<file path="config.mk">
export PLATFORM = sky130hd
export DESIGN_NAME = vga_timing_gen_flat
export DESIGN_NICKNAME = d
export VERILOG_FILES = /design/src/rtl/vga_timing_gen_if.sv /design/src/rtl/vga_timing_gen.sv /design/src/flat_wrapper.sv
export SDC_FILE = /design/constraint.sdc
export NUM_CORES = 1
export LEC_CHECK = 0
export ABC_AREA = 1
export CAP_MARGIN = 5
export CORE_UTILIZATION = 31
export DETAILED_ROUTE_END_ITERATION = 8
export HOLD_SLACK_MARGIN = 0.06
export RECOVER_POWER = 50
export SLEW_MARGIN = 5
export SYNTH_ARGS = -nofsm -noshare
export SYNTH_HDL_FRONTEND = slang
export SYNTH_SLANG_ARGS = --single-unit
</file>
<file path="constraint.sdc">
create_clock -name clk -period 1.7 [get_ports clk]
set_input_delay 0.51 -clock clk [delete_from_list [all_inputs] [get_ports clk]]
set_output_delay 0.51 -clock clk [all_outputs]
set_load 0.05 [all_outputs]
</file>
<file path="src/rtl/vga_timing_gen_if.sv">
// vga_timing_gen_if: pixel-request and display bus between vga_timing_gen and its frame buffer / pad side.
interface vga_timing_gen_if #(
  parameter int DEEP_COLOR = 1,
  parameter int CNT_W = 10
);
  logic pix_en, test_en, req_valid, frame_start, HS, VS, DE;
  logic [31:0] pixel;
  logic [CNT_W-1:0] req_col, req_line;
  logic [DEEP_COLOR-1:0] R, G, B;
  modport master(
    input pix_en, pixel, test_en,
    output req_valid, req_col, req_line, frame_start, R, G, B, HS, VS, DE
  );
  modport slave(
    output pix_en, pixel, test_en,
    input req_valid, req_col, req_line, frame_start, R, G, B, HS, VS, DE
  );
endinterface

</file>
<file path="src/rtl/vga_timing_gen.sv">
// vga_timing_gen: parametrised VGA raster generator with pixel prefetch and latency-aligned HS/VS/DE/RGB.
// Optional colour-bar test pattern built only when VGA_TEST_PATTERN_EN is defined.
module vga_timing_gen #(
  parameter int DEEP_COLOR = 1,
  parameter int H_ACTIVE = 640,
  parameter int H_FP = 16,
  parameter int H_SYNC = 96,
  parameter int H_BP = 48,
  parameter int V_ACTIVE = 480,
  parameter int V_FP = 10,
  parameter int V_SYNC = 2,
  parameter int V_BP = 33,
  parameter int HS_POL = 0,
  parameter int VS_POL = 0,
  parameter int PIXEL_LATENCY = 1,
  parameter int CNT_W = 10
) (
  input logic clk,
  input logic rst,
  vga_timing_gen_if.master vga_if
);
  localparam int H_TOTAL = H_ACTIVE + H_FP + H_SYNC + H_BP;
  localparam int V_TOTAL = V_ACTIVE + V_FP + V_SYNC + V_BP;
  localparam int L = PIXEL_LATENCY;
  localparam int DC = DEEP_COLOR;
  localparam logic [CNT_W:0] HA = (CNT_W+1)'(H_ACTIVE);
  localparam logic [CNT_W:0] HS0 = (CNT_W+1)'(H_ACTIVE + H_FP);
  localparam logic [CNT_W:0] HS1 = (CNT_W+1)'(H_ACTIVE + H_FP + H_SYNC);
  localparam logic [CNT_W:0] VA = (CNT_W+1)'(V_ACTIVE);
  localparam logic [CNT_W:0] VS0 = (CNT_W+1)'(V_ACTIVE + V_FP);
  localparam logic [CNT_W:0] VS1 = (CNT_W+1)'(V_ACTIVE + V_FP + V_SYNC);
  localparam logic [CNT_W-1:0] HL = CNT_W'(H_TOTAL - 1);
  localparam logic [CNT_W-1:0] VL = CNT_W'(V_TOTAL - 1);
  localparam logic HS_ON = HS_POL != 0;
  localparam logic VS_ON = VS_POL != 0;
  logic [CNT_W-1:0] col_q, col_d, line_q, line_d;
  logic col_last, frame_last, de_raw, hs_raw, vs_raw;
  logic [6:0][2:0] sh_q;
  logic [7:0][2:0] ch;
  logic [2:0] t;
  logic [23:0] pix_s;
  logic [DC-1:0] r_q, r_d, g_q, g_d, b_q, b_d;
  logic de_q, hs_q, vs_q, fs_q;
  logic unused_ok;
  always_comb begin
    col_last = col_q == HL;
    frame_last = col_last && line_q == VL;
    col_d = col_last ? '0 : col_q + CNT_W'(1);
    line_d = col_last ? (line_q == VL ? '0 : line_q + CNT_W'(1)) : line_q;
    de_raw = {1'b0, col_q} < HA && {1'b0, line_q} < VA;
    hs_raw = {1'b0, col_q} >= HS0 && {1'b0, col_q} < HS1;
    vs_raw = {1'b0, line_q} >= VS0 && {1'b0, line_q} < VS1;
    // tap 0 is the live request; tap L is the request whose pixel arrives this tick
    ch = {sh_q, {de_raw, hs_raw, vs_raw}};
    t = ch[L];
    r_d = t[2] ? pix_s[23 -: DC] : '0;
    g_d = t[2] ? pix_s[15 -: DC] : '0;
    b_d = t[2] ? pix_s[7 -: DC] : '0;
  end
`ifdef VGA_TEST_PATTERN_EN
  logic [6:0][CNT_W-1:0] col_sh_q;
  logic [7:0][CNT_W-1:0] col_ch;
  logic [CNT_W-1:0] c;
  always_comb begin
    col_ch = {col_sh_q, col_q};
    c = col_ch[L];
    pix_s = vga_if.test_en ? {{8{c[5]}}, {8{c[6]}}, {8{c[7]}}} : vga_if.pixel[23:0];
  end
  always_ff @(posedge clk)
    if (rst) col_sh_q <= '0;
    else if (vga_if.pix_en) col_sh_q <= col_ch[6:0];
  assign unused_ok = ^{vga_if.pixel[31:24], ch, col_ch};
`else
  assign pix_s = vga_if.pixel[23:0];
  assign unused_ok = ^{vga_if.pixel[31:24], vga_if.test_en, ch};
`endif
  always_ff @(posedge clk)
    if (rst) begin
      col_q <= '0;
      line_q <= '0;
      sh_q <= '0;
      r_q <= '0;
      g_q <= '0;
      b_q <= '0;
      de_q <= 1'b0;
      hs_q <= ~HS_ON;
      vs_q <= ~VS_ON;
      fs_q <= 1'b0;
    end else begin
      fs_q <= vga_if.pix_en && frame_last;
      if (vga_if.pix_en) begin
        col_q <= col_d;
        line_q <= line_d;
        sh_q <= ch[6:0];
        r_q <= r_d;
        g_q <= g_d;
        b_q <= b_d;
        de_q <= t[2];
        hs_q <= t[1] ? HS_ON : ~HS_ON;
        vs_q <= t[0] ? VS_ON : ~VS_ON;
      end
    end
  assign vga_if.req_valid = de_raw;
  assign vga_if.req_col = col_q;
  assign vga_if.req_line = line_q;
  assign vga_if.frame_start = fs_q;
  assign vga_if.R = r_q;
  assign vga_if.G = g_q;
  assign vga_if.B = b_q;
  assign vga_if.DE = de_q;
  assign vga_if.HS = hs_q;
  assign vga_if.VS = vs_q;
endmodule

</file>
<file path="src/flat_wrapper.sv">
// flat-port wrapper written by rule: the top's interface ports become plain ports
module vga_timing_gen_flat 
#(
  parameter int DEEP_COLOR = 1,
  parameter int H_ACTIVE = 640,
  parameter int H_FP = 16,
  parameter int H_SYNC = 96,
  parameter int H_BP = 48,
  parameter int V_ACTIVE = 480,
  parameter int V_FP = 10,
  parameter int V_SYNC = 2,
  parameter int V_BP = 33,
  parameter int HS_POL = 0,
  parameter int VS_POL = 0,
  parameter int PIXEL_LATENCY = 1,
  parameter int CNT_W = 10
)
  (clk, rst, vga_if_pix_en, vga_if_pixel, vga_if_test_en, vga_if_req_valid, vga_if_req_col, vga_if_req_line, vga_if_frame_start, vga_if_R, vga_if_G, vga_if_B, vga_if_HS, vga_if_VS, vga_if_DE);
  vga_timing_gen_if #(.DEEP_COLOR(DEEP_COLOR), .CNT_W(CNT_W)) vga_if_i ();
  input logic clk;
  input logic rst;
  input wire logic [$bits(vga_if_i.pix_en)-1:0] vga_if_pix_en;
  input wire logic [$bits(vga_if_i.pixel)-1:0] vga_if_pixel;
  input wire logic [$bits(vga_if_i.test_en)-1:0] vga_if_test_en;
  output wire logic [$bits(vga_if_i.req_valid)-1:0] vga_if_req_valid;
  output wire logic [$bits(vga_if_i.req_col)-1:0] vga_if_req_col;
  output wire logic [$bits(vga_if_i.req_line)-1:0] vga_if_req_line;
  output wire logic [$bits(vga_if_i.frame_start)-1:0] vga_if_frame_start;
  output wire logic [$bits(vga_if_i.R)-1:0] vga_if_R;
  output wire logic [$bits(vga_if_i.G)-1:0] vga_if_G;
  output wire logic [$bits(vga_if_i.B)-1:0] vga_if_B;
  output wire logic [$bits(vga_if_i.HS)-1:0] vga_if_HS;
  output wire logic [$bits(vga_if_i.VS)-1:0] vga_if_VS;
  output wire logic [$bits(vga_if_i.DE)-1:0] vga_if_DE;
  assign vga_if_i.pix_en = vga_if_pix_en;
  assign vga_if_i.pixel = vga_if_pixel;
  assign vga_if_i.test_en = vga_if_test_en;
  assign vga_if_req_valid = vga_if_i.req_valid;
  assign vga_if_req_col = vga_if_i.req_col;
  assign vga_if_req_line = vga_if_i.req_line;
  assign vga_if_frame_start = vga_if_i.frame_start;
  assign vga_if_R = vga_if_i.R;
  assign vga_if_G = vga_if_i.G;
  assign vga_if_B = vga_if_i.B;
  assign vga_if_HS = vga_if_i.HS;
  assign vga_if_VS = vga_if_i.VS;
  assign vga_if_DE = vga_if_i.DE;
  vga_timing_gen #(.DEEP_COLOR(DEEP_COLOR), .H_ACTIVE(H_ACTIVE), .H_FP(H_FP), .H_SYNC(H_SYNC), .H_BP(H_BP), .V_ACTIVE(V_ACTIVE), .V_FP(V_FP), .V_SYNC(V_SYNC), .V_BP(V_BP), .HS_POL(HS_POL), .VS_POL(VS_POL), .PIXEL_LATENCY(PIXEL_LATENCY), .CNT_W(CNT_W)) u_core (.clk(clk), .rst(rst), .vga_if(vga_if_i));
endmodule
</file>
==> results.cfg, run 1 <==
[status]
outcome = complete, but fails checks
violations = DRC, setup timing

[synthesis]
yosysTopAreaCellShare = 0.410
ys_async_sr_fraction = 0
ys_dominant_reg_cell = dfxtp_1
netlist_area_um2 = 1460
synth.distinct_cells = 24
ys.warnings.count = 0
synth_edf_count = 0
ys_ff_latch = 30
synth_area_leaders = dfxtp_1 41%, nand2_1 13%, nor2_1 10%
yosys.cell_count.top_type = nand2_1
synth_fp_nets = 254
seq_area_frac_synth = 0.410
yosysTopAreaCell = dfxtp_1
avgSynthCellArea_um2 = 6.87
synth_common_cells = 51 x nand2_1, 40 x nor2_1, 30 x dfxtp_1
syn_inst = 213

[cells_and_area]
seq_area_um2 = 616
nFillCells = 434
multi_input_area_um2 = 739
area_growth_pct = 62.6
instances_no_fill = 329
diodes = 0
final_core_util = 0.535
drive_above_1_share = 0.271
design_area_um2 = 2380
fin_nets = 317

[worst_setup_path]
r2r_start = u_core.vga_if.req_col[1]
endpoint = vga_if_req_valid
startpoint = u_core.vga_if.req_line[7]
path_cells = nand2_4, nor3_4, nor2_1, nand2_1, inv_2, buf_8
critical_path.max_stage_delay_ns = 0.35
cp-start-kind = register
worstPathMaxFanout = 2
regToRegSetupSlack_ns = 0.05
cp_slowest_cell = dfxtp_2
critPathKind = reg2out
critPathRequiredTime_ns = 1.19
r2r_cells = 8
crit_arrival_ns = 1.22
r2r-end = u_core.vga_if.req_line[5]
endpoint_kind = output port

[timing]
relSlewSlack = 0.663
setup_viol = 1
fin_crit_ns = 1.73
rsz0062_at_grt = yes
worst_pin_slew_ns = 0.505
finalWorstSetupSlack_ns = -0.0346
drv_slew = 0
hold_viol_final = 0
finalClockSkew_ns = 0.00722
fmax_mhz = 577
post-route-period-util = 1.02
setup_tns_ns = -0.0346

[cts]
insertion_delay_ns = 0.28
cts-root-buf = clkbuf_8
cts_made_buffers = 5
h-tree-depth = 2
clkSinkCount = 30
cts_buffer_depth = 2
cts_tree = done
clkTransAtPathRegs_ns = 0.07

[floorplan]
pin_count = 64
start_util = 0.329
dieHeight_um = 70.7
die_area_um2 = 5000
core_area_um2 = 4440
die_x_um = 70.7
num_rows = 24

[global_route]
first_global_vias = 1332
grt_usage = 0.151
grt_max_degree = 12
grt_overflow = 0
antenna_found_initial = 0
grt_pass1_wl_mm = 5.82

[routing]
drc = 8
routedWlPerCell_um = 10.5
drt-initial-drc-count = 78
ant_nets = 0
firstDrtPassIters = 6
wirelength_mm = 3.45
vias = 1468
vias_per_cell = 4.46

[place]
dp_cells = 316
placed_area_um2 = 2300
portBuffers = 33
post-dp-hpwl_mm = 2.62
place_congestion = 0.790

[power]
leakagePower_nw = 1.08
power_density_nw_per_um2 = 613
vdd_drop_max_v = 0.000334

[min_path]
hp-start = u_core.t[1]
hold_path_class = reg2reg

[run]
cap_violations = 0
-- worst max-delay path: cells and delay by family, from the launching register on --
kind	cells	cell delay, ns
and+or+nand+nor	4	0.40
DFF	1	0.35
buffers and inverters	2	0.19
-- sequential cells by signal, summed over array words and instances, names as in the netlist --
| register | flops |
|---|---|
| u_core.vga_if.HS | 1 |
| u_core.vga_if.G | 1 |
| u_core.vga_if.req_col | 10 |
| u_core.vga_if.VS | 1 |
| u_core.vga_if.frame_start | 1 |
| u_core.t | 3 |
| u_core.vga_if.R | 1 |
| u_core.vga_if.DE | 1 |
| u_core.vga_if.B | 1 |
| u_core.vga_if.req_line | 10 |
-- worst min-delay path by stage --
stage | endpoint | slack, ns | cells past startpoint
after floorplan | u_core.vga_if.HS | 0.41 | 1
after detailed placement | u_core.vga_if.HS | 0.43 | 1
after global placement | u_core.vga_if.HS | 0.42 | 1
final | u_core.vga_if.HS | 0.44 | 1
after global routing | u_core.vga_if.HS | 0.46 | 1
after CTS | u_core.vga_if.HS | 0.44 | 1
-- logic make-up (layout without fill, tap and decap cells) --
| logic type | count (synthesis) | in the layout | synth area share |
|---|---|---|---|
| compound gates | 25 | 25 | 0.0923 |
| simple gates | 117 | 117 | 0.342 |
| fa+ha+maj | 5 | 5 | 0.0427 |
| xor+xnor | 4 | 4 | 0.0239 |
| buf+inv | 32 | 96 | 0.0889 |
| flops | 30 | 30 | 0.410 |
-- cells in the final DEF (no fill, tap or decap) --
cell	count
dfxtp_1	22
dlygate4sd3_1	1
dlymetal6s2s_1	7
clkinv_2	1
a211oi_1	1
nor2_1	41
o21ai_2	1
buf_12	21
o21ai_0	8
nor3_1	6
buf_4	25
o211ai_1	1
clkbuf_2	1
a21oi_1	13
inv_2	2
clkdlybuf4s50_1	3
nor3_4	1
ha_1	5
nand2_2	1
nor3_2	1
clkbuf_1	2
buf_8	1
a31oi_1	1
clkinvlp_4	1
clkbuf_8	6
nand3_2	1
nor2_2	3
dfxtp_2	6
xor2_1	4
nand2_4	1
nand3_1	10
inv_1	25
nand2_1	50
nand4_1	2
dfxtp_4	2
-- where the power goes --
group	internal, mW	total (mW)	switching (mW)
clock	0.325	0.595	0.271
combinational	0.0574	0.137	0.0795
sequential	0.713	0.727	0.0134
total	1.10	1.46	0.364
-- per-stage QoR --
step / power (mW) / setup slack, ns / hold WS [ns]
global route: 1.54 / -0.128 / 0.465
floorplan: 0.818 / 0.0358 / 0.412
CTS: 1.50 / -0.0333 / 0.435
global placement: 0.902 / -0.242 / 0.419
detailed placement: 0.904 / -0.213 / 0.426
finish: 1.46 / -0.0346 / 0.435
-- routing by layer --
| metal | track usage | up-vias | wire length (µm) |
|---|---|---|---|
| met3 | 0.0484 | 5 | 172 |
| met2 | 0.235 | 27 | 1550 |
| li1 | - | 789 | - |
| met5 | 0 | - | 0 |
| met1 | 0.194 | 647 | 1670 |
| met4 | 0.0600 | 0 | 55 |
-- final cells by class --
| class | count | share of cell area |
|---|---|---|
| clock buffer | 6 | 0.0347 |
| clock inverter | 2 | 0.00526 |
| inverter | 27 | 0.0426 |
| multi-input combinational | 151 | 0.311 |
| sequential | 30 | 0.259 |
| tap | 52 | 0.0273 |
| timing repair buffer | 61 | 0.321 |
-- what timing repair did --
action	CTS	global route
buffers inserted	3	2
setup endpoints to repair	1	3
pin swaps	2	4
gates resized for setup	6	5
hold buffers	0	0
Power figures use the tool's default switching activity.
==> run 2, diff against run 1 <==
--- a/config.mk
+++ b/config.mk
@@ -6,12 +6,15 @@
 export NUM_CORES = 1
 export LEC_CHECK = 0
 export ABC_AREA = 1
+export ABC_CLOCK_PERIOD_IN_PS = 1700
 export CAP_MARGIN = 5
 export CORE_UTILIZATION = 31
 export DETAILED_ROUTE_END_ITERATION = 8
 export HOLD_SLACK_MARGIN = 0.06
+export PLACE_DENSITY = 0.63
 export RECOVER_POWER = 50
 export SLEW_MARGIN = 5
 export SYNTH_ARGS = -nofsm -noshare
 export SYNTH_HDL_FRONTEND = slang
 export SYNTH_SLANG_ARGS = --single-unit
+export TNS_END_PERCENT = 10
==> run 2 against run 1 <==
Compared with the run above:
- the run still ends with DRC, setup timing left
- clock skew about the same
- routed wire length increased by 4.3%
- die area unchanged
- worst hold slack about the same
- sequential cell count unchanged
- core utilization decreased by 1.9 points
- maximum frequency decreased by 1.0%
- final cell count decreased by 0.91%
- via count increased by 1.7%
- non-clock buffer count decreased by 3
- sequential share of layout area increased by 0.96 points
- largest cell class is now multi-input combinational cells
- largest power group unchanged
==> results.cfg, run 2 (same netlist as run 1, synthesis figures left out) <==
[worst_setup_path]
cp_slowest_cell = dfxtp_2
path_delay_family = simple AND/OR/NAND/NOR gates
endpoint = vga_if_req_valid
path_cells = nand2_4, nor3_4, nor2_1, nand2_1, inv_1, buf_6
cp-start-kind = register
crit_arrival_ns = 1.24
critical_path_buf_inv_count = 2
startpoint = u_core.vga_if.req_line[8]
endpoint_kind = output port
regToRegSetupSlack_ns = 0.04
r2r_start = u_core.vga_if.req_col[0]
r2r_cells = 7
r2r-end = u_core.vga_if.req_line[6]
critical_path.max_stage_delay_ns = 0.36
worstPathMaxFanout = 2
critPathKind = reg2out
critPathRequiredTime_ns = 1.19
path_depth = 6

[timing]
hold_ws_ns = 0.435
rsz0062_at_grt = yes
post-route-period-util = 1.03
finalWorstSetupSlack_ns = -0.0521
setup_tns_ns = -0.0521
hold_viol_final = 0
setup_viol = 1
worst_pin_slew_ns = 0.527
fmax_mhz = 571
fin_crit_ns = 1.75
finalClockSkew_ns = 0.00715
relSlewSlack = 0.648
drv_slew = 0

[cts]
holdBufCountCts = 0
cts_tree = done
cts_made_buffers = 5
h-tree-depth = 2
cts-root-buf = clkbuf_8
cts_buffer_depth = 2
clkTransAtPathRegs_ns = 0.07
clkSinkCount = 30
insertion_delay_ns = 0.29

[power]
p_int_mw = 1.09
leakagePower_nw = 1.04
p_switching_uw = 388
pwr-share-clk = 0.417
swShare = 0.262
vdd_drop_max_v = 0.000288
combPwrFrac = 0.094
p_total_mw = 1.48
seqPwrFrac = 0.489
power_density_nw_per_um2 = 646

[place]
place_congestion = 0.819
placed_area_um2 = 2290
dp_cells = 317
portBuffers = 33
post-dp-hpwl_mm = 2.59
pre_cts_ws_ns = -0.212

[global_route]
grt_overflow = 0
grt_max_degree = 12
grt_usage = 0.150
first_global_vias = 1291
grt_pass1_wl_mm = 5.83
antenna_found_initial = 0

[cells_and_area]
final_common_cell = nand2_1
final_core_util = 0.516
fin_nets = 314
diodes = 0
nFillCells = 431
drive_above_1_share = 0.277
layout_common_cells = 50 x nand2_1, 40 x nor2_1, 26 x inv_1
multi_input_area_um2 = 742
area_growth_pct = 56.8
instances_no_fill = 326
seq_area_um2 = 616
design_area_um2 = 2290

[min_path]
hold_path_class = reg2reg
hp-start = u_core.t[1]

[routing]
firstDrtPassIters = 6
drt-initial-drc-count = 67
routedWlPerCell_um = 11.0
vias_per_cell = 4.58
vias = 1493
wirelength_mm = 3.59
ant_nets = 0
drc = 6

[floorplan]
die_area_um2 = 5000
num_rows = 24
pin_count = 64
start_util = 0.329
core_area_um2 = 4440
die_x_um = 70.7
dieHeight_um = 70.7

[run]
cap_violations = 0

[status]
violations = DRC, setup timing
outcome = complete, but fails checks
run 2: final cells by class:
type,instances,share of cell area
Timing Repair Buffer,58,0.294
Sequential cell,30,0.268
Tap cell,52,0.0284
Inverter,27,0.0442
Clock inverter,2,0.00545
Multi-Input combinational cell,151,0.323
Clock buffer,6,0.0360
run 2: repair_timing:
item / 4_1_cts / 5_1_grt
setup buffers: 1 / 0
resized for setup: 3 / 7
pin swaps: 2 / 4
endpoints found under the setup margin: 1 / 5
run 2: worst reg2reg max path, stage by stage, from the launching register on:
cell and delay [ns]:
dfxtp_1 0.43, ha_1 0.22, nand3_2 0.08, nor2_1 0.15
nand2_1 0.21, buf_4 0.22, o21ai_0 0.17, a21oi_1 0.08
run 2: worst min-delay path by stage:
stage / to / depth (start not counted) / slack [ns]
floorplan: u_core.vga_if.HS / 1 / 0.41
global placement: u_core.vga_if.HS / 1 / 0.42
detailed placement: u_core.vga_if.HS / 1 / 0.43
CTS: u_core.vga_if.HS / 1 / 0.44
global route: u_core.vga_if.HS / 1 / 0.46
finish: u_core.vga_if.HS / 1 / 0.43
run 2: per-layer routing:
layer  wire [µm]  vias up  track usage
met5           0        -            0
met4          78        0       0.0800
met3         169        8       0.0413
met2        1670       30        0.222
met1        1680      669        0.198
li1            -      786            -
run 2: power by group through the flow:
stage | registers [mW] | clock network (mW) | logic, mW
finish | 0.725 | 0.619 | 0.139
CTS | 0.732 | 0.619 | 0.159
global placement | 0.747 | 0 | 0.155
detailed placement | 0.747 | 0 | 0.158
global route | 0.726 | 0.668 | 0.151
floorplan | 0.778 | 0 | 0.0395
==> run 3, diff against run 2 <==
--- a/config.mk
+++ b/config.mk
@@ -11,7 +11,7 @@
 export CORE_UTILIZATION = 31
 export DETAILED_ROUTE_END_ITERATION = 8
 export HOLD_SLACK_MARGIN = 0.06
-export PLACE_DENSITY = 0.63
+export PLACE_DENSITY = 0.68
 export RECOVER_POWER = 50
 export SLEW_MARGIN = 5
 export SYNTH_ARGS = -nofsm -noshare
==> run 3 against run 2 <==
Compared with the run above:
- the flow still finishes with violations (DRC, setup timing)
- routed wire length decreased by 2.1%
- worst hold slack improved by 0.0023 ns
- design area increased by 4.2%
- global-route usage decreased by 0.18 points
- die area unchanged
- sequential cell count unchanged
- sequential share of layout area decreased by 0.98 points
- core utilization increased by 2.2 points
- highest routed layer unchanged
- combinational power increased by 6%
- setup slack improved by 0.0021 ns
- sequential power about the same
- total power decreased by 1.2%
- critical endpoint unchanged
==> results.cfg, run 3 (same netlist as run 1, synthesis figures left out) <==
[status]
outcome = complete, but fails checks
violations = DRC, setup timing

[cells_and_area]
area_growth_pct = 63.3
layout_common_cells = 49 x nand2_1, 37 x nor2_1, 26 x inv_1, 26 x buf_4, 22 x dfxtp_1
final_common_cell = nand2_1
diodes = 0
drive_above_1_share = 0.283
fin_nets = 316

[worst_setup_path]
worstPathMaxFanout = 2
path_delay_family = simple AND/OR/NAND/NOR gates
critical_path_buf_inv_count = 2
cp_slowest_cell = dfxtp_2
endpoint_kind = output port
critPathKind = reg2out
critical_path.max_stage_delay_ns = 0.34
path_cells = nand2_2, nor3_2, nor2_1, nand2_1, inv_1, buf_6
crit_arrival_ns = 1.24
critPathRequiredTime_ns = 1.19
cp-start-kind = register

[power]
swShare = 0.247
leakagePower_nw = 1.10
vdd_drop_max_v = 0.000349
pwr-share-clk = 0.406
seqPwrFrac = 0.493
p_int_mw = 1.10
p_switching_uw = 362
power_density_nw_per_um2 = 613
combPwrFrac = 0.101

[routing]
vias = 1484
wl_met2_mm = 1.61
firstDrtPassIters = 6
drt-initial-drc-count = 92
vias_per_cell = 4.52
routedWlPerCell_um = 10.7
wl_met1_mm = 1.64
wirelength_mm = 3.52
highest_layer = met4
wl_met3_um = 198
drc = 4
ant_nets = 0

[global_route]
grt_overflow = 0
grt_usage = 0.148
grt_pass1_wl_mm = 5.73
antenna_found_initial = 0
grt_max_degree = 13
first_global_vias = 1297

[cts]
cts_tree = done
clkTransAtPathRegs_ns = 0.06
cts_buffer_depth = 2
clkSinkCount = 30
cts-root-buf = clkbuf_8
holdBufCountCts = 0
cts_made_buffers = 5
h-tree-depth = 2
insertion_delay_ns = 0.29

[timing]
fmax_mhz = 571
finalWorstSetupSlack_ns = -0.0500
relSlewSlack = 0.661
rsz0062_at_grt = yes
fin_crit_ns = 1.75
setup_tns_ns = -0.0500
finalClockSkew_ns = 0.00476
setup_viol = 1
worst_pin_slew_ns = 0.507
drv_slew = 0
hold_viol_final = 0
post-route-period-util = 1.03

[place]
portBuffers = 33
post-dp-hpwl_mm = 2.59
pre_cts_ws_ns = -0.171
place_congestion = 0.818

[floorplan]
core_area_um2 = 4440
die_x_um = 70.7
num_rows = 24
die_area_um2 = 5000
pin_count = 64
start_util = 0.329
dieHeight_um = 70.7

[min_path]
hold_path_class = reg2reg

[run]
cap_violations = 0
-- run 3: timing repair --
action,4_1_cts,5_1_grt
gates resized for setup,5,5
pin swaps,2,2
buffers inserted,1,2
setup endpoints to repair,1,5
-- run 3: power groups by stage --
stage,logic [mW],clock network [mW],registers [mW]
2_1_floorplan,0.0395,0,0.778
4_1_cts,0.162,0.615,0.728
5_1_grt,0.158,0.635,0.724
3_5_place_dp,0.161,0,0.747
3_3_place_gp,0.159,0,0.746
6_report,0.148,0.595,0.722
-- run 3: worst register-to-register path: stages, from the launching register on --
cell     delay, ns
dfxtp_1       0.46
inv_1         0.10
ha_1          0.20
nand2_1       0.08
nor2_1        0.04
nand4_1       0.11
nor2_1        0.07
nor2_2        0.18
nand2_1       0.08
nor2_1        0.10
-- run 3: worst paths after layout --
check	start	to	slack, ns	cells after the start
setup / recovery	u_core.vga_if.req_line[8]	vga_if_req_valid	-0.05	6
hold / removal	u_core.t[1]	u_core.vga_if.HS	0.44	1
setup reg to reg	u_core.vga_if.req_line[1]	u_core.vga_if.req_line[9]	0.21	9
hold reg to reg	u_core.t[1]	u_core.vga_if.HS	0.44	1
-- run 3: final cells by class --
class / count / area, µm²
fillers: 422 / 2050
repair buffers: 60 / 764
multi-input cells: 151 / 751
flip-flops and latches: 30 / 618
inverters: 27 / 101
clock buffers: 7 / 86.3
well taps: 52 / 65.1
clock inverters: 1 / 5.00
-- run 3: through the flow --
stage | cells | instance area (µm²) | hold WS (ns) | total power [mW] | util
6_report | 328 | 2390 | 0.437 | 1.47 | 0.538
5_1_grt | 328 | 2390 | 0.480 | 1.52 | 0.538
4_1_cts | 326 | 2420 | 0.440 | 1.50 | 0.544
3_5_place_dp | 317 | 2300 | 0.430 | 0.908 | 0.518
3_3_place_gp | 317 | 2300 | 0.420 | 0.905 | 0.518
2_1_floorplan | 213 | 1470 | 0.412 | 0.817 | -
-- run 3: metal layers --
layer | track usage | vias up
li1 | - | 797
met1 | 0.192 | 644
met2 | 0.221 | 38
met3 | 0.0484 | 5
met4 | 0.0733 | 0
met5 | 0 | -
